==> config.mk <==
export PLATFORM = sky130hd
export DESIGN_NAME = sysio_arb_flat
export DESIGN_NICKNAME = d
export VERILOG_FILES = /design/src/rtl/sysio_arb_pkg.sv /design/src/rtl/sysio_arb_if.sv /design/src/rtl/sysio_arb_rr2_arb.sv /design/src/rtl/sysio_arb.sv /design/src/flat_wrapper.sv
export SDC_FILE = /design/constraint.sdc
export NUM_CORES = 1
export LEC_CHECK = 0
export CAP_MARGIN = 20
export CORE_AREA = 3 3 161 163
export DETAILED_ROUTE_END_ITERATION = 8
export DIE_AREA = 0 0 164 166
export GPL_ROUTABILITY_DRIVEN = 1
export PLACE_DENSITY = 0.44
export SLEW_MARGIN = 10
export SYNTH_ARGS = -nofsm -noshare
export SYNTH_HDL_FRONTEND = slang
export SYNTH_SLANG_ARGS = --single-unit
export TNS_END_PERCENT = 10
==> constraint.sdc <==
create_clock -name clk -period 2.8 [get_ports clk]
set_input_delay 0.84 -clock clk [delete_from_list [all_inputs] [get_ports clk]]
set_output_delay 0.84 -clock clk [all_outputs]
set_load 0.01 [all_outputs]
==> src/rtl/sysio_arb_pkg.sv <==
// Shared widths and FSM encodings for the two-master sysio AXI4-Lite arbiter.
package sysio_arb_pkg;

    localparam int unsigned MemAddrBus = 32;
    localparam int unsigned MemBus     = 32;
    localparam int unsigned StrbW      = 4;

    typedef enum logic {
        WIdle,
        WBusy
    } wr_state_e;

    typedef enum logic [1:0] {
        RIdle,
        RAddr,
        RResp
    } rd_state_e;

endpackage

==> src/rtl/sysio_arb_if.sv <==
// AXI4-Lite channel bundle (AW, W, AR, R; no B) shared by masters and the sysio slave.
interface sysio_arb_if
    import sysio_arb_pkg::*;
#(
    parameter int unsigned ADDR_W = MemAddrBus,
    parameter int unsigned DATA_W = MemBus
);
    logic [ADDR_W-1:0] axi_awaddr;
    logic              axi_awvalid;
    logic              axi_awready;
    logic [DATA_W-1:0] axi_wdata;
    logic [StrbW-1:0]  axi_wstrb;
    logic              axi_wvalid;
    logic              axi_wready;
    logic [ADDR_W-1:0] axi_araddr;
    logic              axi_arvalid;
    logic              axi_arready;
    logic [DATA_W-1:0] axi_rdata;
    logic              axi_rvalid;
    logic              axi_rready;

    modport master (
        output axi_awaddr, axi_awvalid, axi_wdata, axi_wstrb, axi_wvalid,
        output axi_araddr, axi_arvalid, axi_rready,
        input  axi_awready, axi_wready, axi_arready, axi_rdata, axi_rvalid
    );

    modport slave (
        input  axi_awaddr, axi_awvalid, axi_wdata, axi_wstrb, axi_wvalid,
        input  axi_araddr, axi_arvalid, axi_rready,
        output axi_awready, axi_wready, axi_arready, axi_rdata, axi_rvalid
    );
endinterface

==> src/rtl/sysio_arb_rr2_arb.sv <==
// Two-way round-robin picker: a lone requester wins, a tie goes to i_pri.
module rr2_arb (
    input  logic [1:0] i_req,
    input  logic       i_pri,
    output logic       o_gnt
);
    always_comb begin
        o_gnt = 1'b0;
        case (i_req)
            2'b10:   o_gnt = 1'b1;
            2'b11:   o_gnt = i_pri;
            default: o_gnt = 1'b0;
        endcase
    end
endmodule

==> src/rtl/sysio_arb.sv <==
// Arbitrates the sysio slave port between two AXI4-Lite masters, with independent
// round-robin write and read channels and one transaction in flight per channel.
module sysio_arb
    import sysio_arb_pkg::*;
#(
    parameter int unsigned ADDR_W = MemAddrBus,
    parameter int unsigned DATA_W = MemBus
) (
    input  logic         clk,
    input  logic         rst_n,
    sysio_arb_if.slave   m0_axi,
    sysio_arb_if.slave   m1_axi,
    sysio_arb_if.master  s_axi
);
    // ---------------- write side ----------------
    wr_state_e r_wstate, w_wstate_nxt;
    logic      r_wgnt, w_wgnt_nxt;
    logic      r_wr_pri, w_wr_pri_nxt;
    logic [1:0] w_wreq;
    logic      w_wpick;
    logic      w_wbusy;

    assign w_wreq = {m1_axi.axi_awvalid & m1_axi.axi_wvalid,
                     m0_axi.axi_awvalid & m0_axi.axi_wvalid};

    rr2_arb u_wr_arb (
        .i_req (w_wreq),
        .i_pri (r_wr_pri),
        .o_gnt (w_wpick)
    );

    always_ff @(posedge clk or negedge rst_n) begin
        if (!rst_n) begin
            r_wstate <= WIdle;
            r_wgnt   <= 1'b0;
            r_wr_pri <= 1'b0;
        end else begin
            r_wstate <= w_wstate_nxt;
            r_wgnt   <= w_wgnt_nxt;
            r_wr_pri <= w_wr_pri_nxt;
        end
    end

    always_comb begin
        w_wstate_nxt = r_wstate;
        w_wgnt_nxt   = r_wgnt;
        w_wr_pri_nxt = r_wr_pri;
        case (r_wstate)
            WIdle: begin
                if (|w_wreq) begin
                    w_wstate_nxt = WBusy;
                    w_wgnt_nxt   = w_wpick;
                end
            end
            WBusy: begin
                if (s_axi.axi_awready && s_axi.axi_wready) begin
                    w_wstate_nxt = WIdle;
                    w_wr_pri_nxt = ~r_wgnt;
                end
            end
            default: w_wstate_nxt = WIdle;
        endcase
    end

    assign w_wbusy = (r_wstate == WBusy);

    logic [ADDR_W-1:0] w_awaddr;
    logic [DATA_W-1:0] w_wdata;
    assign w_awaddr = r_wgnt ? m1_axi.axi_awaddr : m0_axi.axi_awaddr;
    assign w_wdata  = r_wgnt ? m1_axi.axi_wdata  : m0_axi.axi_wdata;

    assign s_axi.axi_awaddr  = w_awaddr;
    assign s_axi.axi_wdata   = w_wdata;
    assign s_axi.axi_wstrb   = r_wgnt ? m1_axi.axi_wstrb : m0_axi.axi_wstrb;
    assign s_axi.axi_awvalid = w_wbusy & (r_wgnt ? m1_axi.axi_awvalid : m0_axi.axi_awvalid);
    assign s_axi.axi_wvalid  = w_wbusy & (r_wgnt ? m1_axi.axi_wvalid : m0_axi.axi_wvalid);

    assign m0_axi.axi_awready = w_wbusy & s_axi.axi_awready & ~r_wgnt;
    assign m1_axi.axi_awready = w_wbusy & s_axi.axi_awready &  r_wgnt;
    assign m0_axi.axi_wready  = w_wbusy & s_axi.axi_wready  & ~r_wgnt;
    assign m1_axi.axi_wready  = w_wbusy & s_axi.axi_wready  &  r_wgnt;

    // ---------------- read side ----------------
    rd_state_e r_rstate, w_rstate_nxt;
    logic      r_rgnt, w_rgnt_nxt;
    logic      r_rd_pri, w_rd_pri_nxt;
    logic      w_rpick;
    logic      w_raddr;
    logic      w_rresp;
    logic [ADDR_W-1:0] w_araddr;

    rr2_arb u_rd_arb (
        .i_req ({m1_axi.axi_arvalid, m0_axi.axi_arvalid}),
        .i_pri (r_rd_pri),
        .o_gnt (w_rpick)
    );

    always_ff @(posedge clk or negedge rst_n) begin
        if (!rst_n) begin
            r_rstate <= RIdle;
            r_rgnt   <= 1'b0;
            r_rd_pri <= 1'b0;
        end else begin
            r_rstate <= w_rstate_nxt;
            r_rgnt   <= w_rgnt_nxt;
            r_rd_pri <= w_rd_pri_nxt;
        end
    end

    always_comb begin
        w_rstate_nxt = r_rstate;
        w_rgnt_nxt   = r_rgnt;
        w_rd_pri_nxt = r_rd_pri;
        case (r_rstate)
            RIdle: begin
                if (m0_axi.axi_arvalid || m1_axi.axi_arvalid) begin
                    w_rstate_nxt = RAddr;
                    w_rgnt_nxt   = w_rpick;
                end
            end
            RAddr: begin
                if (s_axi.axi_arready) w_rstate_nxt = RResp;
            end
            RResp: begin
                if (s_axi.axi_rvalid && s_axi.axi_rready) begin
                    w_rstate_nxt = RIdle;
                    w_rd_pri_nxt = ~r_rgnt;
                end
            end
            default: w_rstate_nxt = RIdle;
        endcase
    end

    assign w_raddr  = (r_rstate == RAddr);
    assign w_rresp  = (r_rstate == RResp);
    assign w_araddr = r_rgnt ? m1_axi.axi_araddr : m0_axi.axi_araddr;

    assign s_axi.axi_araddr  = w_araddr;
    assign s_axi.axi_arvalid = w_raddr & (r_rgnt ? m1_axi.axi_arvalid : m0_axi.axi_arvalid);
    assign s_axi.axi_rready  = w_rresp & (r_rgnt ? m1_axi.axi_rready : m0_axi.axi_rready);

    assign m0_axi.axi_arready = w_raddr & s_axi.axi_arready & ~r_rgnt;
    assign m1_axi.axi_arready = w_raddr & s_axi.axi_arready &  r_rgnt;
    assign m0_axi.axi_rvalid  = w_rresp & s_axi.axi_rvalid  & ~r_rgnt;
    assign m1_axi.axi_rvalid  = w_rresp & s_axi.axi_rvalid  &  r_rgnt;

    // Read data is broadcast; only the granted master sees rvalid.
    assign m0_axi.axi_rdata = s_axi.axi_rdata;
    assign m1_axi.axi_rdata = s_axi.axi_rdata;

endmodule
==> src/flat_wrapper.sv <==
// flat-port wrapper written by rule: the top's interface ports become plain ports
module sysio_arb_flat import sysio_arb_pkg::*;
#(
    parameter int unsigned ADDR_W = MemAddrBus,
    parameter int unsigned DATA_W = MemBus
)
  (clk, rst_n, m0_axi_axi_awaddr, m0_axi_axi_awvalid, m0_axi_axi_wdata, m0_axi_axi_wstrb, m0_axi_axi_wvalid, m0_axi_axi_araddr, m0_axi_axi_arvalid, m0_axi_axi_rready, m0_axi_axi_awready, m0_axi_axi_wready, m0_axi_axi_arready, m0_axi_axi_rdata, m0_axi_axi_rvalid, m1_axi_axi_awaddr, m1_axi_axi_awvalid, m1_axi_axi_wdata, m1_axi_axi_wstrb, m1_axi_axi_wvalid, m1_axi_axi_araddr, m1_axi_axi_arvalid, m1_axi_axi_rready, m1_axi_axi_awready, m1_axi_axi_wready, m1_axi_axi_arready, m1_axi_axi_rdata, m1_axi_axi_rvalid, s_axi_axi_awaddr, s_axi_axi_awvalid, s_axi_axi_wdata, s_axi_axi_wstrb, s_axi_axi_wvalid, s_axi_axi_araddr, s_axi_axi_arvalid, s_axi_axi_rready, s_axi_axi_awready, s_axi_axi_wready, s_axi_axi_arready, s_axi_axi_rdata, s_axi_axi_rvalid);
  sysio_arb_if #(.ADDR_W(ADDR_W), .DATA_W(DATA_W)) m0_axi_i ();
  sysio_arb_if #(.ADDR_W(ADDR_W), .DATA_W(DATA_W)) m1_axi_i ();
  sysio_arb_if #(.ADDR_W(ADDR_W), .DATA_W(DATA_W)) s_axi_i ();
  input  logic clk;
  input  logic rst_n;
  input wire logic [$bits(m0_axi_i.axi_awaddr)-1:0] m0_axi_axi_awaddr;
  input wire logic [$bits(m0_axi_i.axi_awvalid)-1:0] m0_axi_axi_awvalid;
  input wire logic [$bits(m0_axi_i.axi_wdata)-1:0] m0_axi_axi_wdata;
  input wire logic [$bits(m0_axi_i.axi_wstrb)-1:0] m0_axi_axi_wstrb;
  input wire logic [$bits(m0_axi_i.axi_wvalid)-1:0] m0_axi_axi_wvalid;
  input wire logic [$bits(m0_axi_i.axi_araddr)-1:0] m0_axi_axi_araddr;
  input wire logic [$bits(m0_axi_i.axi_arvalid)-1:0] m0_axi_axi_arvalid;
  input wire logic [$bits(m0_axi_i.axi_rready)-1:0] m0_axi_axi_rready;
  output wire logic [$bits(m0_axi_i.axi_awready)-1:0] m0_axi_axi_awready;
  output wire logic [$bits(m0_axi_i.axi_wready)-1:0] m0_axi_axi_wready;
  output wire logic [$bits(m0_axi_i.axi_arready)-1:0] m0_axi_axi_arready;
  output wire logic [$bits(m0_axi_i.axi_rdata)-1:0] m0_axi_axi_rdata;
  output wire logic [$bits(m0_axi_i.axi_rvalid)-1:0] m0_axi_axi_rvalid;
  input wire logic [$bits(m1_axi_i.axi_awaddr)-1:0] m1_axi_axi_awaddr;
  input wire logic [$bits(m1_axi_i.axi_awvalid)-1:0] m1_axi_axi_awvalid;
  input wire logic [$bits(m1_axi_i.axi_wdata)-1:0] m1_axi_axi_wdata;
  input wire logic [$bits(m1_axi_i.axi_wstrb)-1:0] m1_axi_axi_wstrb;
  input wire logic [$bits(m1_axi_i.axi_wvalid)-1:0] m1_axi_axi_wvalid;
  input wire logic [$bits(m1_axi_i.axi_araddr)-1:0] m1_axi_axi_araddr;
  input wire logic [$bits(m1_axi_i.axi_arvalid)-1:0] m1_axi_axi_arvalid;
  input wire logic [$bits(m1_axi_i.axi_rready)-1:0] m1_axi_axi_rready;
  output wire logic [$bits(m1_axi_i.axi_awready)-1:0] m1_axi_axi_awready;
  output wire logic [$bits(m1_axi_i.axi_wready)-1:0] m1_axi_axi_wready;
  output wire logic [$bits(m1_axi_i.axi_arready)-1:0] m1_axi_axi_arready;
  output wire logic [$bits(m1_axi_i.axi_rdata)-1:0] m1_axi_axi_rdata;
  output wire logic [$bits(m1_axi_i.axi_rvalid)-1:0] m1_axi_axi_rvalid;
  output wire logic [$bits(s_axi_i.axi_awaddr)-1:0] s_axi_axi_awaddr;
  output wire logic [$bits(s_axi_i.axi_awvalid)-1:0] s_axi_axi_awvalid;
  output wire logic [$bits(s_axi_i.axi_wdata)-1:0] s_axi_axi_wdata;
  output wire logic [$bits(s_axi_i.axi_wstrb)-1:0] s_axi_axi_wstrb;
  output wire logic [$bits(s_axi_i.axi_wvalid)-1:0] s_axi_axi_wvalid;
  output wire logic [$bits(s_axi_i.axi_araddr)-1:0] s_axi_axi_araddr;
  output wire logic [$bits(s_axi_i.axi_arvalid)-1:0] s_axi_axi_arvalid;
  output wire logic [$bits(s_axi_i.axi_rready)-1:0] s_axi_axi_rready;
  input wire logic [$bits(s_axi_i.axi_awready)-1:0] s_axi_axi_awready;
  input wire logic [$bits(s_axi_i.axi_wready)-1:0] s_axi_axi_wready;
  input wire logic [$bits(s_axi_i.axi_arready)-1:0] s_axi_axi_arready;
  input wire logic [$bits(s_axi_i.axi_rdata)-1:0] s_axi_axi_rdata;
  input wire logic [$bits(s_axi_i.axi_rvalid)-1:0] s_axi_axi_rvalid;
  assign m0_axi_i.axi_awaddr = m0_axi_axi_awaddr;
  assign m0_axi_i.axi_awvalid = m0_axi_axi_awvalid;
  assign m0_axi_i.axi_wdata = m0_axi_axi_wdata;
  assign m0_axi_i.axi_wstrb = m0_axi_axi_wstrb;
  assign m0_axi_i.axi_wvalid = m0_axi_axi_wvalid;
  assign m0_axi_i.axi_araddr = m0_axi_axi_araddr;
  assign m0_axi_i.axi_arvalid = m0_axi_axi_arvalid;
  assign m0_axi_i.axi_rready = m0_axi_axi_rready;
  assign m0_axi_axi_awready = m0_axi_i.axi_awready;
  assign m0_axi_axi_wready = m0_axi_i.axi_wready;
  assign m0_axi_axi_arready = m0_axi_i.axi_arready;
  assign m0_axi_axi_rdata = m0_axi_i.axi_rdata;
  assign m0_axi_axi_rvalid = m0_axi_i.axi_rvalid;
  assign m1_axi_i.axi_awaddr = m1_axi_axi_awaddr;
  assign m1_axi_i.axi_awvalid = m1_axi_axi_awvalid;
  assign m1_axi_i.axi_wdata = m1_axi_axi_wdata;
  assign m1_axi_i.axi_wstrb = m1_axi_axi_wstrb;
  assign m1_axi_i.axi_wvalid = m1_axi_axi_wvalid;
  assign m1_axi_i.axi_araddr = m1_axi_axi_araddr;
  assign m1_axi_i.axi_arvalid = m1_axi_axi_arvalid;
  assign m1_axi_i.axi_rready = m1_axi_axi_rready;
  assign m1_axi_axi_awready = m1_axi_i.axi_awready;
  assign m1_axi_axi_wready = m1_axi_i.axi_wready;
  assign m1_axi_axi_arready = m1_axi_i.axi_arready;
  assign m1_axi_axi_rdata = m1_axi_i.axi_rdata;
  assign m1_axi_axi_rvalid = m1_axi_i.axi_rvalid;
  assign s_axi_axi_awaddr = s_axi_i.axi_awaddr;
  assign s_axi_axi_awvalid = s_axi_i.axi_awvalid;
  assign s_axi_axi_wdata = s_axi_i.axi_wdata;
  assign s_axi_axi_wstrb = s_axi_i.axi_wstrb;
  assign s_axi_axi_wvalid = s_axi_i.axi_wvalid;
  assign s_axi_axi_araddr = s_axi_i.axi_araddr;
  assign s_axi_axi_arvalid = s_axi_i.axi_arvalid;
  assign s_axi_axi_rready = s_axi_i.axi_rready;
  assign s_axi_i.axi_awready = s_axi_axi_awready;
  assign s_axi_i.axi_wready = s_axi_axi_wready;
  assign s_axi_i.axi_arready = s_axi_axi_arready;
  assign s_axi_i.axi_rdata = s_axi_axi_rdata;
  assign s_axi_i.axi_rvalid = s_axi_axi_rvalid;
  sysio_arb #(.ADDR_W(ADDR_W), .DATA_W(DATA_W)) u_core (.clk(clk), .rst_n(rst_n), .m0_axi(m0_axi_i), .m1_axi(m1_axi_i), .s_axi(s_axi_i));
endmodule
* Word-level counts from Yosys, hierarchy flattened
Index checks and enable logic that the tools add are counted.
** Operators by class
- Add/subtract/negate cells :: 0
- $lt $le $gt $ge :: 0
- Equality and inequality tests :: 9
- Bitwise operators :: 21
- Divide/modulo/power cells :: 0
- Shift-type cells :: 0
- $mul :: 0
- Multiplexer cells :: 17
- Reduce and logical (&&, ||, !) cells :: 10
** Operators with widths (count)
- $mux 32 :: 3
- $and 1x1->1 :: 18
- $eq 2x2->1 const B :: 5
- $reduce_and 2->1 :: 4
- $mux 1 :: 6
- $mux 2 :: 3
- $pmux 1 s2 :: 3
- $pmux 2 s3 :: 1
- $mux 4 :: 1
- $ne 2x2->1 const B :: 2
- $not 1->1 :: 3
- $reduce_and 3->1 :: 1
- $eq 2x1->1 const B :: 1
- $logic_and 1x1->1 :: 2
- $logic_not 2->1 :: 1
- $ne 2x1->1 const B :: 1
- $reduce_or 2->1 :: 1
- $logic_or 1x1->1 :: 1
** Word-level totals
- Memories :: 0
- ROM bits :: 0
- Output and inout bits :: 176
- RAM bits :: 0
- Register bits after elaboration :: 7
- Word-level logic and storage cells :: 63
- Bits in latches :: 0
- Input port bits :: 246

* Depth between registers and ports, before layout
Gate-level depths: netlist of the first run.
- Depth after elaboration :: 5
- Depth in mapped cells :: 4
- Gate-level depth less buffers :: 3

* Modules after synthesis
Synthesis of the first run repeated with hierarchy kept, for this count alone.
** Unflattened totals
- Cells, all modules :: 229
- Area total of the unflattened synthesis :: 2168.3 um^2
** By module, submodules not included
- sysio_arb :: seq. area each 175.2 um^2, times used 1, cells each 225, area an instance 2145.8 um^2
- rr2_arb :: seq. area each 0.0 um^2, times used 2, cells each 2, area an instance 11.3 um^2

* Worst setup path after synthesis of the first run
No wires, ideal clock.
- Kind :: input -> output
- Start point :: input m1_axi_axi_arvalid
- End point :: output s_axi_axi_arvalid
- Slack :: 0.753 ns
- Buffers on the path :: 0
- Stages :: 2
- Arrival time :: 1.207 ns
- Data required time :: 1.960 ns
- Cell sequence :: mux2i_1 nor3b_1
** Between the ends
- Cells in the longest elaborated chain, start to end :: 2
** RTL lines
- start, declared :: RTL line flat_wrapper.sv:32 : input wire logic [$bits(m1_axi_i.axi_arvalid)-1:0] m1_axi_axi_arvalid;
- $mux 1 :: RTL line sysio_arb.sv:139 : assign s_axi.axi_arvalid = w_raddr & (r_rgnt ? m1_axi.axi_arvalid : m0_axi.axi_arvalid);
- $and 1x1->1 :: RTL line sysio_arb.sv:139
- end, declared :: RTL line flat_wrapper.sv:45 : output wire logic [$bits(s_axi_i.axi_arvalid)-1:0] s_axi_axi_arvalid;
No other way between the ends.

* Worst setup path after layout of the first run
Same ends and word-level chain as after synthesis.

==> results of run 1 <==
==> through the flow <==
stage                       TNS (ns)  hold slack, ns
after CTS                          0           0.483
after detailed placement       -7.13           0.475
final                              0           0.482
after floorplan                    0           0.450
after global routing      -0.0000784           0.502
after global placement         -6.83           0.469
==> synth_stat cells, types with 2 or more instances <==
library cell	number	share of area, %
sky130_fd_sc_hd__mux2i_1	4	1.9
sky130_fd_sc_hd__dfrtp_1	7	8.2
sky130_fd_sc_hd__o21ai_0	4	0.94
sky130_fd_sc_hd__buf_6	7	3.7
sky130_fd_sc_hd__mux2_2	66	35
sky130_fd_sc_hd__buf_4	65	23
sky130_fd_sc_hd__nor2_1	9	1.6
sky130_fd_sc_hd__nor2b_1	3	0.88
sky130_fd_sc_hd__a21oi_1	2	0.47
sky130_fd_sc_hd__and3_1	2	0.59
sky130_fd_sc_hd__nand3b_1	2	0.71
sky130_fd_sc_hd__buf_2	4	0.94
sky130_fd_sc_hd__o31ai_1	2	0.71
sky130_fd_sc_hd__mux2_1	34	18
sky130_fd_sc_hd__nand2_1	6	1.1
==> worst reg2reg max path, stage by stage, from the launching register on <==
cell                      delay (ns)
sky130_fd_sc_hd__dfrtp_1        0.57
sky130_fd_sc_hd__mux2i_1        0.14
sky130_fd_sc_hd__buf_4          0.18
sky130_fd_sc_hd__o21ai_0        0.16
sky130_fd_sc_hd__o31ai_1        0.10
==> area by class of cell <==
type / count / area share, %
timing repair buffer: 342 / 61.6
multi-input combinational: 141 / 25.9
tap: 324 / 7.64
sequential: 7 / 3.32
clock buffer: 4 / 1.49
inverter: 1 / 0.0707
==> power by group through the flow <==
stage	Sequential [uW]	Clock (uW)	Combinational (uW)
after floorplan	173	0	1210
after global placement	239	0	2370
after detailed placement	238	0	2370
after CTS	241	250	2100
after global routing	250	261	2200
final	235	243	2060
==> timing repair <==
action	4_1_cts	5_1_grt
resized for setup	117	3
hold endpoints to repair	0	0
setup endpoints to repair	111	2
pin swaps	1	1
hold buffers	0	0
==> kinds of logic after synthesis <==
logic type      after synthesis  synth area share, %
compound gates               11                 3.12
buf+inv                      78                 27.9
flops                         7                 8.23
mux                         104                 54.8
simple gates                 26                 5.94
==> registers in the layout, indices dropped and copies added, names as in the netlist <==
signal / flops
u_core.r_rstate: 2
u_core.r_rd_pri: 1
u_core.r_rgnt: 1
u_core.r_wgnt: 1
u_core.r_wr_pri: 1
u_core.r_wstate: 1
==> per-layer routing <==
layer | vias to the layer above | share of wire [%]
met5 | - | 0
met4 | 0 | 0.72
met3 | 11 | 8.6
met2 | 143 | 51
met1 | 1220 | 39
li1 | 1271 | -
==> path summary, 6_finish.rpt <==
| path | startpoint | to | slack [ns] | cells after the start |
|---|---|---|---|---|
| max in group asynchronous | rst_n | u_core.r_wgnt$_DFFE_PN0P_ | 1.61 | 1 |
| hold / removal | u_core.r_wr_pri$_DFFE_PN0P_ | u_core.r_wr_pri$_DFFE_PN0P_ | 0.48 | 2 |
| min in group asynchronous | rst_n | u_core.r_wr_pri$_DFFE_PN0P_ | 0.90 | 1 |
| setup reg to reg | u_core.r_rgnt$_DFFE_PN0P_ | u_core.r_rd_pri$_DFFE_PN0P_ | 1.51 | 4 |
| setup / recovery | m1_axi_axi_arvalid | s_axi_axi_arvalid | 0.03 | 5 |
| hold reg to reg | u_core.r_wr_pri$_DFFE_PN0P_ | u_core.r_wr_pri$_DFFE_PN0P_ | 0.48 | 2 |
==> Implementation_results.wiki, run 1 <==
{| class="wikitable"
! Metric !! Value
|-
| Status || finished, final reports clean
|-
| Overall routing resource usage || 8.52%
|-
| Most used cell along the critical path || sky130_fd_sc_hd__buf_4
|-
| Per-cell routed wire length || 15.8 um
|-
| Final-layout fill cell count || 2711
|-
| Initial cell density of the core || 8.70%
|-
| Combinational power share || 81.1%
|-
| Setup-violating endpoint count in the final report || 0
|-
| Crit path required time || 1.96 ns
|-
| Post-synthesis area per instance || 9.42 um2
|-
| Met3 demand-to-capacity share in global routing || 2.27%
|-
| Power per cell area || 477 mW/mm2
|-
| Met2 Use GR || 15.7%
|-
| Hold Fails Final Rpt || 0
|-
| Post-route core utilization || 21.7%
|-
| Netlist Area Pre-Place || 0.00213 mm2
|-
| Maximum frequency from static timing analysis || 361 MHz
|-
| Count of buffers added by post-CTS timing repair for setup || 0
|-
| Fraction of layout cells with a size suffix above 1 || 18.8%
|-
| Clock-pin slew on the worst setup and hold paths || 0.04 ns
|-
| First-pass GRT wire length || 17900 um
|-
| Buffers from clock root to sink, at most || 2
|-
| Slew headroom || 73.4%
|-
| Clock tree from TritonCTS || built
|-
| CP max FO || 2
|-
| Sinks on Clock Net || 7
|-
| Count of synthesis-stage warnings from yosys || 0
|-
| PnR Total Power || 2530 uW
|-
| Number of instances in the synthesized netlist || 226
|-
| Share of power burned in registers || 9.3%
|-
| WP data arrival || 1.93 ns
|-
| Depth of the CTS H-tree || 1
|-
| Via count of the first global-routing pass || 2765
|-
| Number of DRC violations after detailed-routing iteration 0 || 40
|-
| Post-synthesis async set-or-reset flop share || 100%
|-
| Final design area excluding fillers || 0.00531 mm2
|-
| Max-cap violations || 0
|-
| Remaining DRCs || 0
|-
| Insertion delay of the later-clocked pin in the worst-skew pair || 0.23 ns
|-
| Most common cell after layout, fill and taps aside || sky130_fd_sc_hd__clkdlybuf4s50_1
|-
| Post-Route Skew || 0.000143 ns
|-
| Top_reg_cell synth || sky130_fd_sc_hd__dfrtp_1
|-
| Shortest clock period the worst path allows after layout || 2.77 ns
|-
| Grt met1 use || 10.0%
|-
| Die height || 166 um
|-
| Proportion of power drawn by the clock network || 9.6%
|-
| Switching share of total power || 39.3%
|-
| Number of enable flip-flop cells after synthesis || 0
|-
| Wire length reported by the detailed router || 12900 um
|-
| Cells along the critical path || clkdlybuf4s50_1 -> mux2i_1 -> nor3b_2 -> buf_4 -> buf_4
|-
| Layout net count || 742
|-
| Ratio of routed vias to standard cells || 3.23
|-
| Commonest non-fill, non-tap cells in the layout || sky130_fd_sc_hd__clkdlybuf4s50_1 (213), sky130_fd_sc_hd__dlygate4sd2_1 (107), sky130_fd_sc_hd__mux2_2 (66)
|-
| Startpoint type of the worst setup path || input port
|-
| Number of buffers created by CTS || 3
|-
| Area taken by multi-input logic gates || 0.00137 mm2
|-
| Final antenna-violating net count || 0
|-
| Net switching power of the design || 996 uW
|-
| Slew at the pin closest to its max-slew limit || 0.398 ns
|-
| Share of the yosys chip area belonging to registers || 8.23%
|-
| Final HPWL from detailed placement || 11700 um
|-
| Overflow after GRT || 0
|-
| Number of port buffers || 325
|-
| Syn Nets || 472
|-
| Worst supply voltage drop on vdd || 0.130 mV
|-
| Kind of cell adding the most delay to the critical path || buffers and inverters
|-
| Tcrit/Tclk final || 98.9%
|-
| Antenna cell count || 0
|-
| Static leakage power || 0.00214 uW
|-
| Stage delay of the slowest cell on the critical path || 0.49 ns
|-
| Synth Register Bits || 7
|-
| Max Slew Vio Count || 0
|-
| Die area || 0.0272 mm2
|-
| Buffers & Inverters on Critical Path || 3
|-
| Max stage delay cell, worst path || sky130_fd_sc_hd__clkdlybuf4s50_1
|-
| Cell Count, Final, Fillers Out || 819
|-
| Total iterations of the first detailed-routing run || 4
|-
| Setup Crit Path Kind || input port to primary output
|-
| Number of vias after detailed routing || 2645
|-
| Routability congestion estimate || 0.791
|-
| Pin count of the biggest net entering global routing || 26
|-
| Placed Cells incl. Taps || 815
|-
| Number of placed I/O pins || 422
|-
| Cell Rows || 57
|-
| CORE AREA || 0.0245 mm2
|-
| Post-placement worst setup slack || -0.475 ns
|-
| Path type of the worst min-delay path || flop to flop
|-
| Final worst slack || 0.0319 ns
|-
| Cell chosen for the clock root || sky130_fd_sc_hd__clkbuf_16
|-
| Global-route layer with the greatest usage || met2
|-
| Overall die width || 164 um
|-
| Sequential Area || 176 um2
|-
| Critical Path End Type || primary output
|-
| Synth-to-Final Area Change || 149%
|-
| Distinct cells, synth || 24
|-
| Int Power || 1540 uW
|-
| Antenna violations before repair || 0
|-
| Placed cell area || 0.00535 mm2
|}
Power figures use the tool's default switching activity.
==> run 2: changes to the inputs <==
==> constraint.sdc (replaced) <==
create_clock -name clk -period 2.8 [get_ports clk]
set_input_delay 0.56 -clock clk [delete_from_list [all_inputs] [get_ports clk]]
set_output_delay 0.56 -clock clk [all_outputs]
set_load 0.01 [all_outputs]
==> Implementation_results.wiki, run 2 (synthesized netlist as in run 1, its figures left out) <==
{| class="wikitable"
! Metric !! Value
|-
| Stage delay of the slowest cell on the critical path || 0.54 ns (+0.05 ns)
|-
| Final HPWL from detailed placement || 11900 um (+1.4%)
|-
| Initial cell density of the core || 8.70% (unchanged)
|-
| Max FFs per register || 2 (unchanged)
|-
| Pin count of the biggest net entering global routing || 25 (-3.8%)
|-
| Resized Gates After CTS || 0 (-100%)
|-
| Insertion delay of the later-clocked pin in the worst-skew pair || 0.23 ns (about the same)
|-
| Crit path required time || 2.24 ns (+0.28 ns)
|-
| Setup TNS || 0 ns (unchanged)
|-
| Register with the most flip-flops || u_core.r_rstate
|-
| Overall routing resource usage || 8.81% (+0.29 points)
|-
| Ratio of routed vias to standard cells || 3.24 (+0.25%)
|-
| Path type of the worst min-delay path || flop to flop
|-
| Shortest clock period the worst path allows after layout || 2.60 ns (-0.169 ns)
|-
| Number of vias after detailed routing || 2629 (-0.60%)
|-
| Number of DRC violations after detailed-routing iteration 0 || 46 (+15%)
|-
| Layout net count || 735 (-0.94%)
|-
| Most used cell along the critical path || sky130_fd_sc_hd__clkdlybuf4s50_1
|-
| Static leakage power || 0.00195 uW (-9.3%)
|-
| Remaining DRCs || 0 (unchanged)
|-
| Die area || 0.0272 mm2 (unchanged)
|-
| WP data arrival || 2.04 ns (+0.11 ns)
|-
| Most common cell after layout, fill and taps aside || sky130_fd_sc_hd__clkdlybuf4s50_1
|-
| Per-cell routed wire length || 16.1 um (+2.1%)
|-
| Post-Route Skew || 0.000458 ns (+0.000315 ns)
|-
| Slew headroom || 69.1% (-4.3 points)
|-
| Final worst slack || 0.201 ns (+0.169 ns)
|-
| CORE AREA || 0.0245 mm2 (unchanged)
|-
| Buffers from clock root to sink, at most || 2 (unchanged)
|-
| Startpoint type of the worst setup path || input port
|-
| Routability congestion estimate || 0.788 (-0.30%)
|-
| Cells along the critical path || clkdlybuf4s50_1 -> mux2i_1 -> nor3b_2 -> buf_4 -> clkdlybuf4s50_1
|-
| Power per cell area || 524 mW/mm2 (+9.7%)
|-
| Hold Fails Final Rpt || 0 (unchanged)
|-
| CP max FO || 4 (+2)
|-
| Setup-violating endpoint count in the final report || 0 (unchanged)
|-
| Max stage delay cell, worst path || sky130_fd_sc_hd__clkdlybuf4s50_1
|-
| Max-cap violations || 0 (unchanged)
|-
| Number of port buffers || 325 (unchanged)
|-
| Critical Path End Type || primary output
|-
| Clock-pin slew on the worst setup and hold paths || 0.04 ns (about the same)
|-
| Via count of the first global-routing pass || 2845 (+2.9%)
|-
| PnR Total Power || 2820 uW (+11%)
|-
| Wire length reported by the detailed router || 13100 um (+1.2%)
|-
| Setup Crit Path Kind || input port to primary output
|-
| Worst supply voltage drop on vdd || 0.153 mV (+18%)
|-
| Maximum frequency from static timing analysis || 385 MHz (+6.5%)
|-
| Number of buffers created by CTS || 3 (unchanged)
|-
| Cell Rows || 57 (unchanged)
|-
| Clock tree from TritonCTS || built
|-
| Depth of the CTS H-tree || 1 (unchanged)
|-
| Cell chosen for the clock root || sky130_fd_sc_hd__clkbuf_16
|-
| Max Slew Vio Count || 0 (unchanged)
|-
| Count of buffers added by post-CTS timing repair for setup || 0 (unchanged)
|-
| First-pass GRT wire length || 18400 um (+2.7%)
|-
| Fraction of layout cells with a size suffix above 1 || 16.6% (-2.2 points)
|-
| Final-layout fill cell count || 2674 (-1.4%)
|-
| Sinks on Clock Net || 7 (unchanged)
|-
| Commonest non-fill, non-tap cells in the layout || sky130_fd_sc_hd__clkdlybuf4s50_1 (325), sky130_fd_sc_hd__mux2_2 (66), sky130_fd_sc_hd__mux2_1 (34)
|-
| Die height || 166 um (unchanged)
|-
| Number of hold buffers added after cts || 0 (unchanged)
|-
| Number of placed I/O pins || 422 (unchanged)
|-
| Post-route core utilization || 22.0% (+0.31 points)
|-
| Antenna violations before repair || 0 (unchanged)
|-
| Placed Cells incl. Taps || 808 (-0.86%)
|-
| Overflow after GRT || 0 (unchanged)
|-
| Antenna cell count || 0 (unchanged)
|-
| Cell Count, Final, Fillers Out || 812 (-0.85%)
|-
| RSZ-0062 raised after global routing || no
|-
| Total iterations of the first detailed-routing run || 4 (unchanged)
|-
| Synth-to-Final Area Change || 153%
|-
| Tcrit/Tclk final || 92.8% (-6.0 points)
|-
| Post-placement worst setup slack || 0.126 ns (+0.601 ns)
|-
| Status || finished, final reports clean
|-
| Overall die width || 164 um (unchanged)
|-
| Final antenna-violating net count || 0 (unchanged)
|-
| Slew at the pin closest to its max-slew limit || 0.463 ns (+0.0645 ns)
|}
==> run 2: cell types whose count changed in the layout (fill, tap and decap cells not counted) <==
cell and delta:
sky130_fd_sc_hd__buf_4 -9, sky130_fd_sc_hd__clkdlybuf4s15_1 -2, sky130_fd_sc_hd__nor2_2 -1, sky130_fd_sc_hd__nor2_1 +2, sky130_fd_sc_hd__clkdlybuf4s50_1 +112, sky130_fd_sc_hd__clkdlybuf4s15_2 -1
sky130_fd_sc_hd__dlygate4sd2_1 -107, sky130_fd_sc_hd__nor2_4 -1
==> run 2: worst paths after layout <==
check | start | to | slack (ns) | cells past startpoint
hold reg to reg | u_core.r_wr_pri$_DFFE_PN0P_ | u_core.r_wr_pri$_DFFE_PN0P_ | 0.48 | 2
hold / removal | u_core.r_wr_pri$_DFFE_PN0P_ | u_core.r_wr_pri$_DFFE_PN0P_ | 0.48 | 2
min in group asynchronous | rst_n | u_core.r_wstate$_DFF_PN0_ | 0.64 | 1
max in group asynchronous | rst_n | u_core.r_wgnt$_DFFE_PN0P_ | 1.84 | 1
setup reg to reg | u_core.r_rgnt$_DFFE_PN0P_ | u_core.r_rstate[1]$_DFFE_PN0P_ | 1.50 | 4
setup / recovery | m1_axi_axi_arvalid | s_axi_axi_arvalid | 0.20 | 5
==> run 2: layer usage <==
metal / global-route usage (%) / vias up / part of all wire, %
li1: - / 1250 / -
met1: 10.2 / 1222 / 38
met2: 16.4 / 147 / 52
met3: 2.32 / 10 / 8.8
met4: 1.25 / 0 / 0.90
met5: 0 / - / 0
==> run 2: stage by stage <==
stage / area (um2) / hold slack [ns]
after global routing: 5380 / 0.517
after floorplan: 2130 / 0.264
after detailed placement: 5300 / 0.472
final: 5380 / 0.477
after CTS: 5380 / 0.481
after global placement: 5300 / 0.468
==> run 2: area by class of cell <==
type | instances | area [um2] | share of cell area (%)
Clock buffer | 4 | 78.8 | 1.46
Sequential cell | 7 | 176 | 3.28
Tap cell | 324 | 405 | 7.53
Inverter | 1 | 3.75 | 0.0698
Timing Repair Buffer | 335 | 3350 | 62.3
Multi-Input combinational cell | 141 | 1360 | 25.3
==> run 2: report_power, final <==
part,internal (uW),leakage [uW],total (uW),switching [uW]
Clock,190,0.0000382,250,60.0
Combinational,1470,0.00182,2320,844
Sequential,142,0.0000826,253,111
==> run 2: worst max-delay path: cells and delay by family <==
family	cells	cell delay, ns
buffers and inverters	3	1.19
multiplexers	1	0.10
AND/OR/NAND/NOR	1	0.18
==> patch 1: new RTL, config.mk and constraints of run 1 <==
Encoding of `rd_state_e`: now one-hot (3 bits for 3 states).
--- a/src/rtl/sysio_arb_pkg.sv
+++ b/src/rtl/sysio_arb_pkg.sv
@@ -10,10 +10,10 @@
         WBusy
     } wr_state_e;
 
-    typedef enum logic [1:0] {
-        RIdle,
-        RAddr,
-        RResp
+    typedef enum logic [2:0] {
+        RIdle = 3'b001,
+        RAddr = 3'b010,
+        RResp = 3'b100
     } rd_state_e;
 
 endpackage
Function: no difference found for any inputs over 10 cycles, from zero or initial values and one cycle with rst_n low; not proved beyond that.
==> patch 1 against run 1 <==
- via count is 1.7% higher
- sequential cell count increased by 1
- largest power group unchanged
- design area grew 0.61%
- power down 1.3%
- combinational power fell by 2%
- wire length shrank 3.3%
- setup slack improved by 0.011 ns
- synthesized area is 3.4% higher
==> patch 1: results (changes against run 1) <==
{| class="wikitable"
! Metric !! Value
|-
| Number of non-clock buffers in the layout || 337 (-1.5%)
|-
| Setup slack of the worst register-to-register path || 1.57 ns (+0.06 ns)
|-
| Post-Route Hold Slack || 0.487 ns (+0.00514 ns)
|-
| Maximum number of pins on one net before global-route repair || 40 (+54%)
|-
| Total clock sinks || 8 (+1)
|-
| Global-route wire length before repair || 17.6 mm (-1.5%)
|-
| Via-to-Cell Ratio || 3.27 (+1.2%)
|-
| Number of cells after detailed placement || 819 (+0.49%)
|-
| Number of flip-flops under the largest register name || 3 (+1)
|-
| Placed Area || 0.00539 mm² (+0.84%)
|-
| Cell count after synthesis || 235 (+4.0%)
|-
| Share of cell area taken by multi-input logic gates || 0.263 (+0.00405)
|-
| Pre-CTS setup slack || -0.382 ns (+0.0926 ns)
|-
| Number of library cell types mapped by synthesis || 27 (+13%)
|-
| Portion of the post-synthesis area used by sequential elements || 0.0916 (+0.00928)
|-
| Run status || complete, no violations
|-
| Clock skew || 0.00470 ns (+0.00456 ns)
|-
| Net Switching || 0.967 mW (-3.0%)
|-
| Normalized max-slew margin || 0.710 (-0.0241)
|-
| Vias after detailed routing || 2690 (+1.7%)
|-
| Via count of the first global-routing pass || 2901 (+4.9%)
|-
| Clock buf/inv share || 0.0148 (-0.0000905)
|-
| Register share of the cell area || 0.0384 (+0.00519)
|-
| Static leakage || 2.16 nW (+0.85%)
|-
| Number of filler instances in the final layout || 2717 (+0.22%)
|-
| Post-layout nets || 746 (+0.54%)
|-
| Post-Syn Nets || 481 (+1.9%)
|-
| Multi-input logic cell count || 149 (+5.7%)
|-
| Slack of the critical path || 0.0433 ns (+0.0114 ns)
|-
| GRT Util Overall || 0.0833 (-0.00190)
|-
| Maximum single-stage delay on the critical path || 0.52 ns (+0.03 ns)
|-
| Peak supply drop || 233 µV (+79%)
|-
| Compound-gate portion of the synthesized area || 0.0358 (+0.00468)
|-
| Ranking of synthesized cells by area || mux2_2 (34%), buf_4 (22%), mux2_1 (17%)
|-
| Largest fanout on the critical path || 3 (+1)
|-
| Mean cell area of the mapped netlist || 9.36 µm² (-0.61%)
|}
patch 1: per-layer routing:
| metal | GRT usage | part of all wire | vias to the layer above |
|---|---|---|---|
| li1 | - | - | 1289 |
| met1 | 0.0826 | 0.34 | 1235 |
| met2 | 0.170 | 0.56 | 155 |
| met3 | 0.0259 | 0.10 | 11 |
| met4 | 0.00993 | 0.0035 | 0 |
| met5 | 0 | 0 | - |
patch 1: power by group through the flow:
stage | sequential, mW | combinational [mW] | clock (mW)
final | 0.242 | 2.01 | 0.254
after global routing | 0.253 | 2.16 | 0.275
after CTS | 0.241 | 2.05 | 0.267
after detailed placement | 0.243 | 2.33 | 0
after global placement | 0.242 | 2.32 | 0
after floorplan | 0.201 | 1.24 | 0
patch 1: timing repair:
item | 4_1_cts | 5_1_grt
hold buffers | 0 | 0
pin swaps | 1 | 1
endpoints found under the setup margin | 112 | 1
gates resized for setup | 116 | 1
endpoints found under the hold margin | 0 | 0
==> patch 2: new RTL, settings of run 1 <==
Made on the original files. `StrbW`: 4 -> 5.
--- a/src/rtl/sysio_arb_pkg.sv
+++ b/src/rtl/sysio_arb_pkg.sv
@@ -3,7 +3,7 @@
 
     localparam int unsigned MemAddrBus = 32;
     localparam int unsigned MemBus     = 32;
-    localparam int unsigned StrbW      = 4;
+    localparam int unsigned StrbW      = 5;
 
     typedef enum logic {
         WIdle,
Ports: changed (resized m0_axi_axi_wstrb, m1_axi_axi_wstrb and s_axi_axi_wstrb); port bits go from 422 to 425. No check against the original RTL was run, so the function may have changed too.
==> patch 2 against run 1 <==
- power is 1.8% higher
- maximum frequency is 2.0% higher
- die area stayed put
- largest cell class unchanged
- design area is 1.6% higher
- sequential cell count stayed put
- wire length is 8.8% lower
- setup slack better by 0.056 ns
- critical path type unchanged
- sequential power is 14% lower
- synthesized area is 5.0% higher
- first-iteration DRC count is 33% lower
==> patch 2: results (changes against run 1) <==
{| class="wikitable"
! Metric !! Value
|-
| Grt met2 use || 0.142 (-0.0155)
|-
| Clock skew || 0.000220 ns (+0.0000770 ns)
|-
| Mean cell area of the mapped netlist || 9.80 µm² (+4.1%)
|-
| Global-route wire length before repair || 16.4 mm (-8.4%)
|-
| GRT Util Overall || 0.0769 (-0.00827)
|-
| Number of port buffers || 328 (+0.92%)
|-
| Final WL || 11.8 mm (-8.8%)
|-
| Portion of the post-synthesis area used by sequential elements || 0.0784 (-0.00392)
|-
| Fraction of met1 tracks used by global routing || 0.0788 (-0.0217)
|-
| Peak supply drop || 315 µV (+140%)
|-
| Number of filler instances in the final layout || 2717 (+0.22%)
|-
| GP Congestion || 0.747 (-5.5%)
|-
| Setup slack of the worst register-to-register path || 1.40 ns (-0.11 ns)
|-
| Tightest Pin Transition || 0.381 ns (-0.0169 ns)
|-
| Ranking of synthesized cells by area || mux2_2 (39%), buf_4 (22%), mux2_4 (16%)
|-
| Design internal power || 1.61 mW (+4.8%)
|-
| Number of non-clock buffers in the layout || 339 (-0.88%)
|-
| Met3 track demand over resource in global routing || 0.0424 (+0.0197)
|-
| Multi-input logic cell count || 142 (+0.71%)
|-
| Top cells by instance count after synthesis || mux2_2 (77), buf_4 (65), mux2_4 (24)
|-
| Routed length per placed instance || 14.4 µm (-8.6%)
|-
| Total sequential power || 0.201 mW (-14%)
|-
| Maximum single-stage delay on the critical path || 0.43 ns (-0.06 ns)
|-
| Number of violations reported at the end of detailed-routing iteration 0 || 27 (-33%)
|-
| Run status || complete, no violations
|-
| Static leakage || 2.24 nW (+4.5%)
|-
| HPWL after detailed placement || 10.6 mm (-9.5%)
|-
| Number of sequential cells in the layout || 7 (unchanged)
|-
| Post-Syn Nets || 476 (+0.85%)
|-
| Number of cells after detailed placement || 813 (-0.25%)
|}
==> patch 2: cell count changes in the layout (fill, tap and decap cells not counted), moves of 2 or more <==
cell	change
mux2_1	-34
mux2_4	+24
mux2_2	+11
buf_4	-9
dlygate4sd2_1	+5
clkdlybuf4s50_1	+2
==> patch 2: repair_timing <==
action                                  in CTS  in global routing
gates resized for setup                    114                  1
endpoints found under the setup margin     113                  1
hold buffers                                 0                  0
==> patch 2: kinds of logic (layout without fill, tap and decap cells) <==
| family | count (synthesis) | count (layout) | synth area share |
|---|---|---|---|
| multiplexers | 105 | 105 | 0.567 |
| buffers and inverters | 79 | 344 | 0.268 |
| AND/OR/NAND/NOR | 26 | 26 | 0.0565 |
| AO/OA/AOI/OAI | 11 | 11 | 0.0297 |
| flip-flops | 7 | 7 | 0.0784 |
==> patch 2: worst paths after layout <==
path,startpoint,end,cells past startpoint
max,m0_axi_axi_rready,s_axi_axi_rready,4
min,u_core.r_wr_pri,u_core.r_wr_pri,2
max reg2reg,u_core.r_rgnt,u_core.r_rstate[1],5
min reg2reg,u_core.r_wr_pri,u_core.r_wr_pri,2
max in group asynchronous,rst_n,u_core.r_wgnt,1
min in group asynchronous,rst_n,u_core.r_rstate[1],1
==> patch 2: through the flow <==
step	instance area, µm²	setup slack, ns	TNS [ns]	total power [mW]
after floorplan	2230	0.752	0	1.50
after global placement	5450	-0.253	-5.04	2.67
after detailed placement	5450	-0.264	-5.32	2.67
after CTS	5390	0.0473	0	2.63
after global routing	5390	0.00612	0	2.76
final	5390	0.0874	0	2.58
==> patch 2: layer usage <==
layer	vias up	routed length, µm
met3	2	1710
met2	222	5910
met1	1153	4140
met5	-	0
met4	0	32
li1	1268	-
